**src/rtl/spi_mult_pkg.sv**
```systemverilog
// -----------------------------------------------------------------------------
// spi_mult_pkg
// Shared definitions for the SPI multiplier front-end (receive) and the MISO
// result stage: receive FSM state encodings, chip-select active level and the
// default operand width / synchroniser depth.
// No ports (package).
// -----------------------------------------------------------------------------
package spi_mult_pkg;

   localparam int   DEF_WIDTH       = 4;
   localparam int   DEF_SYNC_STAGES = 2;

   // Frame is open while the synchronised chip select sits at this level.
   localparam logic CS_ACTIVE       = 1'b1;

   typedef enum logic [1:0] {
      RX_IDLE  = 2'd0,
      RX_SHIFT = 2'd1,
      RX_HOLD  = 2'd2
   } rx_state_t;

endpackage

```
**src/rtl/spi_input_sync.sv**
```systemverilog
// -----------------------------------------------------------------------------
// spi_input_sync
// Brings one asynchronous SPI pin into the clk domain through a STAGES-deep
// flop chain, optionally conditions it, and produces registered rise/fall
// strobes together with a level that is time-aligned with those strobes.
//
// MODE: 0 = plain synchroniser
//       1 = one extra delay flop (keeps a data pin aligned with filtered pins)
//       2 = 2-sample majority filter (level moves only after two equal samples;
//           a single-cycle pulse never reaches the output)
//
// Ports
//   clk    in  system clock
//   reset  in  asynchronous, active-high
//   din    in  raw asynchronous pin
//   level  out conditioned level, aligned with rise/fall
//   rise   out 1-cycle pulse on a conditioned 0->1 transition
//   fall   out 1-cycle pulse on a conditioned 1->0 transition
// -----------------------------------------------------------------------------
module spi_input_sync
   import spi_mult_pkg::*;
#(
   parameter int STAGES = DEF_SYNC_STAGES,
   parameter int MODE   = 0
) (
   input  logic clk,
   input  logic reset,
   input  logic din,
   output logic level,
   output logic rise,
   output logic fall
);

   logic [STAGES-1:0] chain;
   logic              sync;
   logic              clean;
   logic              prev;

   always_ff @(posedge clk or posedge reset) begin
      if (reset) begin
         chain <= '0;
      end else begin
         chain <= {chain[STAGES-2:0], din};
      end
   end

   assign sync = chain[STAGES-1];

   generate
      if (MODE == 2) begin : g_filt
         logic s_d;
         logic held;
         // Output follows only once two consecutive samples agree, otherwise
         // the previously accepted value is held.
         assign clean = (sync == s_d) ? s_d : held;
         always_ff @(posedge clk or posedge reset) begin
            if (reset) begin
               s_d  <= 1'b0;
               held <= 1'b0;
            end else begin
               s_d  <= sync;
               held <= clean;
            end
         end
      end else if (MODE == 1) begin : g_dly
         logic s_d;
         assign clean = s_d;
         always_ff @(posedge clk or posedge reset) begin
            if (reset) begin
               s_d <= 1'b0;
            end else begin
               s_d <= sync;
            end
         end
      end else begin : g_none
         assign clean = sync;
      end
   endgenerate

   // Strobes are registered, so level is taken from the same flop stage to
   // keep them in step.
   always_ff @(posedge clk or posedge reset) begin
      if (reset) begin
         prev <= 1'b0;
         rise <= 1'b0;
         fall <= 1'b0;
      end else begin
         prev <= clean;
         rise <= clean & ~prev;
         fall <= ~clean & prev;
      end
   end

   assign level = prev;

endmodule

```
**src/rtl/spi_operand_rx.sv**
```systemverilog
// -----------------------------------------------------------------------------
// spi_operand_rx
// SPI slave receive front-end for the multiplier. Synchronises sclk/cs/mosi,
// deserialises one frame of two WIDTH-bit operands (A then B, MSB first) and
// presents them with a one-cycle valid pulse. sclk edge strobes are exported
// for the MISO result stage.
//
// Build option: define SPI_GLITCH_FILTER_EN to put a 2-sample majority filter
// on sclk and cs after synchronisation (+1 clk strobe latency, 1-clk pulses
// rejected). mosi is delayed by one clk in that build to stay aligned.
//
// Ports
//   clk            in   system clock
//   reset          in   asynchronous, active-high
//   sclk_in        in   raw SPI clock (must be slower than clk/4)
//   cs_in          in   raw chip select, active-high
//   mosi_in        in   raw serial data, sampled on sclk rising edge
//   busy           in   downstream multiply in progress; completed frames rejected
//   operand_a      out  first WIDTH bits of the last accepted frame
//   operand_b      out  second WIDTH bits of the last accepted frame
//   operands_valid out  1-cycle pulse, operands newly updated
//   frame_error    out  1-cycle pulse: short frame, overrun or busy reject
//   sclk_rise      out  1-cycle pulse per synchronised sclk rising edge
//   sclk_fall      out  1-cycle pulse per synchronised sclk falling edge
// -----------------------------------------------------------------------------
module spi_operand_rx
   import spi_mult_pkg::*;
#(
   parameter int WIDTH       = DEF_WIDTH,
   parameter int SYNC_STAGES = DEF_SYNC_STAGES
) (
   input  logic             clk,
   input  logic             reset,
   input  logic             sclk_in,
   input  logic             cs_in,
   input  logic             mosi_in,
   input  logic             busy,
   output logic [WIDTH-1:0] operand_a,
   output logic [WIDTH-1:0] operand_b,
   output logic             operands_valid,
   output logic             frame_error,
   output logic             sclk_rise,
   output logic             sclk_fall
);

   localparam int FRAME_BITS = 2 * WIDTH;
   localparam int CNT_W      = $clog2(FRAME_BITS);

`ifdef SPI_GLITCH_FILTER_EN
   localparam int CTRL_MODE = 2;
   localparam int DATA_MODE = 1;
`else
   localparam int CTRL_MODE = 0;
   localparam int DATA_MODE = 0;
`endif

   logic sclk_lvl_unused;
   logic cs_lvl_unused;
   logic cs_rise;
   logic cs_fall;
   logic mosi_lvl;
   logic mosi_rise_unused;
   logic mosi_fall_unused;

   spi_input_sync #(.STAGES(SYNC_STAGES), .MODE(CTRL_MODE)) u_sync_sclk (
      .clk   (clk),
      .reset (reset),
      .din   (sclk_in),
      .level (sclk_lvl_unused),
      .rise  (sclk_rise),
      .fall  (sclk_fall)
   );

   spi_input_sync #(.STAGES(SYNC_STAGES), .MODE(CTRL_MODE)) u_sync_cs (
      .clk   (clk),
      .reset (reset),
      .din   (cs_in),
      .level (cs_lvl_unused),
      .rise  (cs_rise),
      .fall  (cs_fall)
   );

   spi_input_sync #(.STAGES(SYNC_STAGES), .MODE(DATA_MODE)) u_sync_mosi (
      .clk   (clk),
      .reset (reset),
      .din   (mosi_in),
      .level (mosi_lvl),
      .rise  (mosi_rise_unused),
      .fall  (mosi_fall_unused)
   );

   logic                  cs_open;
   logic                  cs_close;
   logic                  last_bit;
   logic [FRAME_BITS-1:0] sr_next;

   rx_state_t             state;
   logic [CNT_W-1:0]      cnt;
   logic [FRAME_BITS-1:0] sr;
   logic                  ovr_seen;

   assign cs_open  = (CS_ACTIVE == 1'b1) ? cs_rise : cs_fall;
   assign cs_close = (CS_ACTIVE == 1'b1) ? cs_fall : cs_rise;
   assign last_bit = (cnt == CNT_W'(FRAME_BITS - 1));
   assign sr_next  = {sr[FRAME_BITS-2:0], mosi_lvl};

   always_ff @(posedge clk or posedge reset) begin
      if (reset) begin
         state          <= RX_IDLE;
         cnt            <= '0;
         sr             <= '0;
         ovr_seen       <= 1'b0;
         operand_a      <= '0;
         operand_b      <= '0;
         operands_valid <= 1'b0;
         frame_error    <= 1'b0;
      end else begin
         operands_valid <= 1'b0;
         frame_error    <= 1'b0;
         case (state)
            RX_IDLE: begin
               if (cs_open) begin
                  state    <= RX_SHIFT;
                  cnt      <= '0;
                  sr       <= '0;
                  ovr_seen <= 1'b0;
               end
            end
            RX_SHIFT: begin
               // Final bit wins over a coincident cs release: the frame still
               // completes, but since the close strobe is consumed here we go
               // straight back to IDLE instead of waiting in HOLD.
               if (sclk_rise && last_bit) begin
                  sr <= sr_next;
                  if (!busy) begin
                     operand_a      <= sr_next[FRAME_BITS-1:WIDTH];
                     operand_b      <= sr_next[WIDTH-1:0];
                     operands_valid <= 1'b1;
                  end else begin
                     frame_error    <= 1'b1;
                  end
                  state <= cs_close ? RX_IDLE : RX_HOLD;
               end else if (cs_close) begin
                  frame_error <= 1'b1;
                  state       <= RX_IDLE;
               end else if (sclk_rise) begin
                  sr  <= sr_next;
                  cnt <= cnt + CNT_W'(1);
               end
            end
            RX_HOLD: begin
               if (cs_close) begin
                  state <= RX_IDLE;
               end else if (sclk_rise && !ovr_seen) begin
                  frame_error <= 1'b1;
                  ovr_seen    <= 1'b1;
               end
            end
            default: begin
               state <= RX_IDLE;
            end
         endcase
      end
   end

endmodule
```
**config.mk**
```make
export PLATFORM = sky130hd
export DESIGN_NAME = spi_operand_rx
export DESIGN_NICKNAME = d
export VERILOG_FILES = /design/src/rtl/spi_mult_pkg.sv /design/src/rtl/spi_input_sync.sv /design/src/rtl/spi_operand_rx.sv
export SDC_FILE = /design/constraint.sdc
export NUM_CORES = 1
export LEC_CHECK = 0
export ABC_AREA = 1
export CORE_MARGIN = 1.5
export CORE_UTILIZATION = 45
export DETAILED_ROUTE_END_ITERATION = 12
export GPL_ROUTABILITY_DRIVEN = 0
export PLACE_DENSITY = 0.7
export SYNTH_ARGS = -nofsm -noshare
export SYNTH_HDL_FRONTEND = slang
export SYNTH_HIERARCHICAL = 1
export SYNTH_SLANG_ARGS = --single-unit
```
**constraint.sdc**
```tcl
create_clock -name clk -period 1.6 [get_ports clk]
set_input_delay 0.32 -clock clk [delete_from_list [all_inputs] [get_ports clk]]
set_output_delay 0.32 -clock clk [all_outputs]
set_load 0.02 [all_outputs]
```
# Word-level counts from Yosys, hierarchy flattened

Cells that the tools add are included.

Output and inout bits: 12
Flip-flop bits (word level): 36
Input port bits: 6
Logic and storage cells: 77

Equality and inequality tests: 11
Muxes and demuxes: 28
Add/sub/neg operators: 1
Bitwise gates (word level): 9
Reductions and logical operators: 10

Operators with widths:

| kind                | number |
|---|---|
| $mux 7              | 4 |
| $pmux 7 s2          | 1 |
| $mux 3              | 4 |
| $mux 1              | 11 |
| $mux 2              | 4 |
| $ne 2x2->1 const B  | 4 |
| $reduce_and 4->1    | 2 |
| $pmux 2 s3          | 1 |
| $pmux 3 s2          | 1 |
| $not 1->1           | 5 |
| $reduce_and 5->1    | 1 |
| $and 1x1->1         | 4 |
| $ne 2x1->1 const B  | 2 |
| $pmux 1 s2          | 2 |
| $reduce_bool 2->1   | 2 |
| $add 3x1->3 const B | 1 |
| $eq 3x3->1 const B  | 1 |
| $ne 3x2->1 const B  | 1 |
| $ne 3x3->1 const B  | 1 |
| $reduce_and 3->1    | 1 |
| $eq 2x1->1 const B  | 1 |
| $eq 2x2->1 const B  | 1 |
| $logic_and 1x1->1   | 2 |
| $logic_not 2->1     | 1 |
| $logic_not 1->1     | 1 |

# Longest topological paths before layout

Depth in word-level cells: 5
Gate-level depth with buffers: 9
Mapped depth without buffers: 9

# Cells and area by module

Netlist, hierarchy kept.

By module, submodules not included:

| module         | instances | area an instance (um^2) | seq. area each (um^2) | cells each |
|---|---|---|---|---|
| spi_operand_rx | 1         | 1141.1                  | 575.6                 | 137 |
| spi_input_sync | 3         | 143.9                   | 125.1                 | 10 |

# Least setup slack after synthesis

No wires, ideal clock.

Kind: register -> register
From: reg state[1]
To: reg operand_b[0]
Library setup time: 0.117 ns
Path buffers: 2
Slack: 0.194 ns
Stages on the path, launching flop included: 9
Data arrival time: 1.289 ns
Required time: 1.483 ns
Period minus slack after synthesis: 1.406 ns
Cells stage by stage: dfrtp_1 inv_1 ha_1 buf_4 nand3_2 or2_1 buf_6 nand2_1 nand2_1

Cells in the longest elaborated chain, start to end: 2

Ends and longest elaborated chain:

| element                           | RTL line              | text |
|---|---|---|
| from (decl)                       | spi_operand_rx.sv:97  | `rx_state_t state;` |
| from (signal assigned)            | spi_operand_rx.sv:142 | `state <= cs_close ? RX_IDLE : RX_HOLD;` |
| $eq 2x1->1                        | spi_operand_rx.sv:120 | `case (state)` |
| $reduce_and 3->1 (no source line) | n/a                   |  |
| to (signal assigned)              | spi_operand_rx.sv:137 | `operand_b <= sr_next[WIDTH-1:0];` |
| to (decl)                         | spi_operand_rx.sv:39  | `output logic [WIDTH-1:0] operand_b,` |

Every way passes these cells.
A chain may end at the register's enable or synchronous reset.

# Worst setup path after layout

From: reg cnt[0]
To: reg sr[6]

Cells in the longest elaborated chain, start to end: 4
Elaborated cells between the ends (all ways): 7
Those cells by class: 3 x eq/ne; 2 x mux; 2 x reduce/logical

Ends and longest elaborated chain:

| element                                                         | RTL line              | text |
|---|---|---|
| from (decl)                                                     | spi_operand_rx.sv:98  | `logic [CNT_W-1:0] cnt;` |
| from (signal assigned)                                          | spi_operand_rx.sv:148 | `cnt <= cnt + CNT_W'(1);` |
| $eq 3x3->1 (*)                                                  | spi_operand_rx.sv:104 | `assign last_bit = (cnt == CNT_W'(FRAME_BITS - 1));` |
| $logic_and 1x1->1 (*)                                           | spi_operand_rx.sv:133 | `if (sclk_rise && last_bit) begin` |
| $ne 3x3->1 (no source line) (tied with other cells)             | n/a                   |  |
| $reduce_and 4->1 (no source line) or $pmux 7 s2 (tied branches) | n/a                   |  |
| to (signal assigned)                                            | spi_operand_rx.sv:134 | `sr <= sr_next;` |
| to (signal assigned)                                            | spi_operand_rx.sv:147 | `sr <= sr_next;` |
| to (decl)                                                       | spi_operand_rx.sv:99  | `logic [FRAME_BITS-1:0] sr;` |

Mark *: on every way between the ends. The rest lies on a longest branch, timed or not.

==> impl_results.md <==
- Status: finished, final reports clean
- Initial antenna violation count: 0
- Max_cap viols: 0
- Core Area: 3130 um^2
- Skew-Pair Late Insertion Delay: 340 ps
- Worst-path clk slew: 110 ps
- Least-Margin Pin Slew: 285 ps
- Die ar.: 3710 um^2
- Clk pwr share: 25.0%
- Ys Warns: 6
- Net count after synthesis: 173
- Crit path launch type: flip-flop
- Via/cell ratio: 4.71
- NumNets Final: 204
- Vias: 1117
- Starting density of the core: 48.2%
- Worst Path Required: 1880 ps
- Fin. Hold Viols: 0
- # setup viols final: 0
- Die Span Y: 60.9 um
- Syn avg cell area: 9.36 um^2
- Vias in the first global route: 1130
- Clk_skew: 10.0 ps
- Worst setup margin: 104 ps
- Switching power total: 0.855 mW
- Max-slew headroom: 81.0%
- Fmax: 668 MHz
- WL/cell: 11.6 um
- DRC: 0
- Root Driver: clkbuf_4
- CTS Buf Count: 5
- Initial DRT Pass Iterations: 4
- Combinational share of power: 30.5%
- Worst R2R End: sr[6]
- Worst min path class: in2async
- Clock Path Buffers: 2
- Crit path launch: cnt[0]
- Final wirelength: 2.75 mm
- Power Dens Cells: 1340 nW/um^2
- CP max FO: 7
- Io pins: 18
- Final Power: 2.51 mW
- Antenna cells: 0
- DPL Wire Length: 1.98 mm
- All-layer global routing usage: 17.7%
- Fin crit share: 93.5%
- Share of power burned in registers: 44.4%
- Max Slew Vio Count: 0
- # clock sinks: 36
- FILL cells: 278
- Row count: 20
- Worst endpoint data arrival time: 1770 ps
- Commonest non-fill, non-tap cells in the layout: nand2_1 (59), dfrtp_1 (36), inv_1 (17)
- Syn Std Cell Area: 1510 um^2
- Peak VDD IR: 0.934 mV
- CTS tree: built
- Initial DRC Count: 60
- Setup WS pre-CTS: -21.3 ps
- Leak pwr: 1.04 nW
- Period minus WS final: 1500 ps
- Area Growth Syn to Fin: 24.3%
- Kind of critical path: reg2reg
- Net Sw Frac: 34.1%
- RR Startpoint: cnt[0]
- Internal: 1.65 mW
- R2R Setup Slk: 100 ps
- IO Port Bufs: 17
- Share of cells above drive strength 1: 15.0%
- Largest net degree at the start of global routing: 24
- Antenna Nets Post-Route: 0
- Cell count after synthesis: 161
- Global-route wire length before repair: 4.65 mm
- Die width: 60.9 um
- Cells on worst reg2reg path: 8
- Critical Path Sink: sr[6]
- CTS H-Tree Depth: 2
- Crit end category: flip-flop
- GRT Residual Overflow: 0
- Commonest non-fill, non-tap cell in the layout: nand2_1
==> stage by stage <==
stage	cells	cell area [um^2]	util, %	TNS (ps)	hold WS, ps
2_1_floorplan	161	1510	-	0	73.6
3_3_place_gp	227	1770	56.4	0	334
3_5_place_dp	227	1770	56.4	-84.4	336
4_1_cts	235	1840	58.8	0	221
5_1_grt	237	1870	59.9	-10.1	257
6_report	237	1870	59.9	0	235
==> power by group through the flow <==
| stage | clock [mW] | combinational [mW] | sequential (mW) |
|---|---|---|---|
| 6_report | 0.628 | 0.765 | 1.11 |
| 5_1_grt | 0.682 | 0.864 | 1.13 |
| 4_1_cts | 0.652 | 0.683 | 1.11 |
| 3_5_place_dp | 0 | 0.669 | 1.13 |
| 3_3_place_gp | 0 | 0.639 | 1.12 |
| 2_1_floorplan | 0 | 0.504 | 1.12 |
==> how the worst min path moves through the flow <==
stage                                    start                    to  slack, ps  depth (start not counted)
final                                    reset  u_sync_mosi/chain[0]        230                          2
after detailed placement    u_sync_cs/chain[0]    u_sync_cs/chain[1]        340                          0
after floorplan                          reset  u_sync_mosi/chain[0]         70                          1
after CTS                                reset  u_sync_mosi/chain[0]        220                          2
after global placement    u_sync_sclk/chain[0]  u_sync_sclk/chain[1]        330                          0
after global routing                     reset     u_sync_mosi/level        260                          2
==> what timing repair did <==
action	CTS	global route
endpoints found under the setup margin	21	10
pin swaps	0	3
hold buffers	0	0
gates resized for setup	14	6
buffers inserted	0	1
cloned	0	1
==> registers in the layout, indices dropped and copies added, names as in the netlist <==
| name | flops |
|---|---|
| cnt | 3 |
| frame_error | 1 |
| operand_a | 4 |
| operand_b | 4 |
| operands_valid | 1 |
| ovr_seen | 1 |
| sr | 7 |
| state | 2 |
| u_sync_cs/chain | 2 |
| u_sync_cs/fall | 1 |
| u_sync_cs/level | 1 |
| u_sync_cs/rise | 1 |
| u_sync_mosi/chain | 2 |
| u_sync_mosi/level | 1 |
| u_sync_sclk/chain | 2 |
| u_sync_sclk/fall | 1 |
| u_sync_sclk/level | 1 |
| u_sync_sclk/rise | 1 |
==> worst max-delay path, cell delays in order, from the launching register on <==
cell and delay [ps]:
dfrtp_1 410, ha_1 200, ha_1 210, buf_4 140, nand2_2 100, nand3_4 100, nand2_2 150, nand2_1 60
o21ai_1 60
==> area by class of cell <==
type,instances,area (um^2),area share [%]
well taps,44,55.1,2.94
flip-flops and latches,36,901,48.1
repair buffers,27,230,12.3
clock inverters,3,42.5,2.27
clock buffers,5,37.5,2.00
inverters,19,83.8,4.47
multi-input cells,103,524,28.0
==> metal layers <==
| layer | GRT usage [%] | wire length (um) |
|---|---|---|
| met1 | 19.3 | 1120 |
| met2 | 30.4 | 1430 |
| met3 | 5.12 | 100 |
| met4 | 10.9 | 100 |
| met5 | 0 | 0 |
Note: power is estimated with default switching activity, not from simulation.
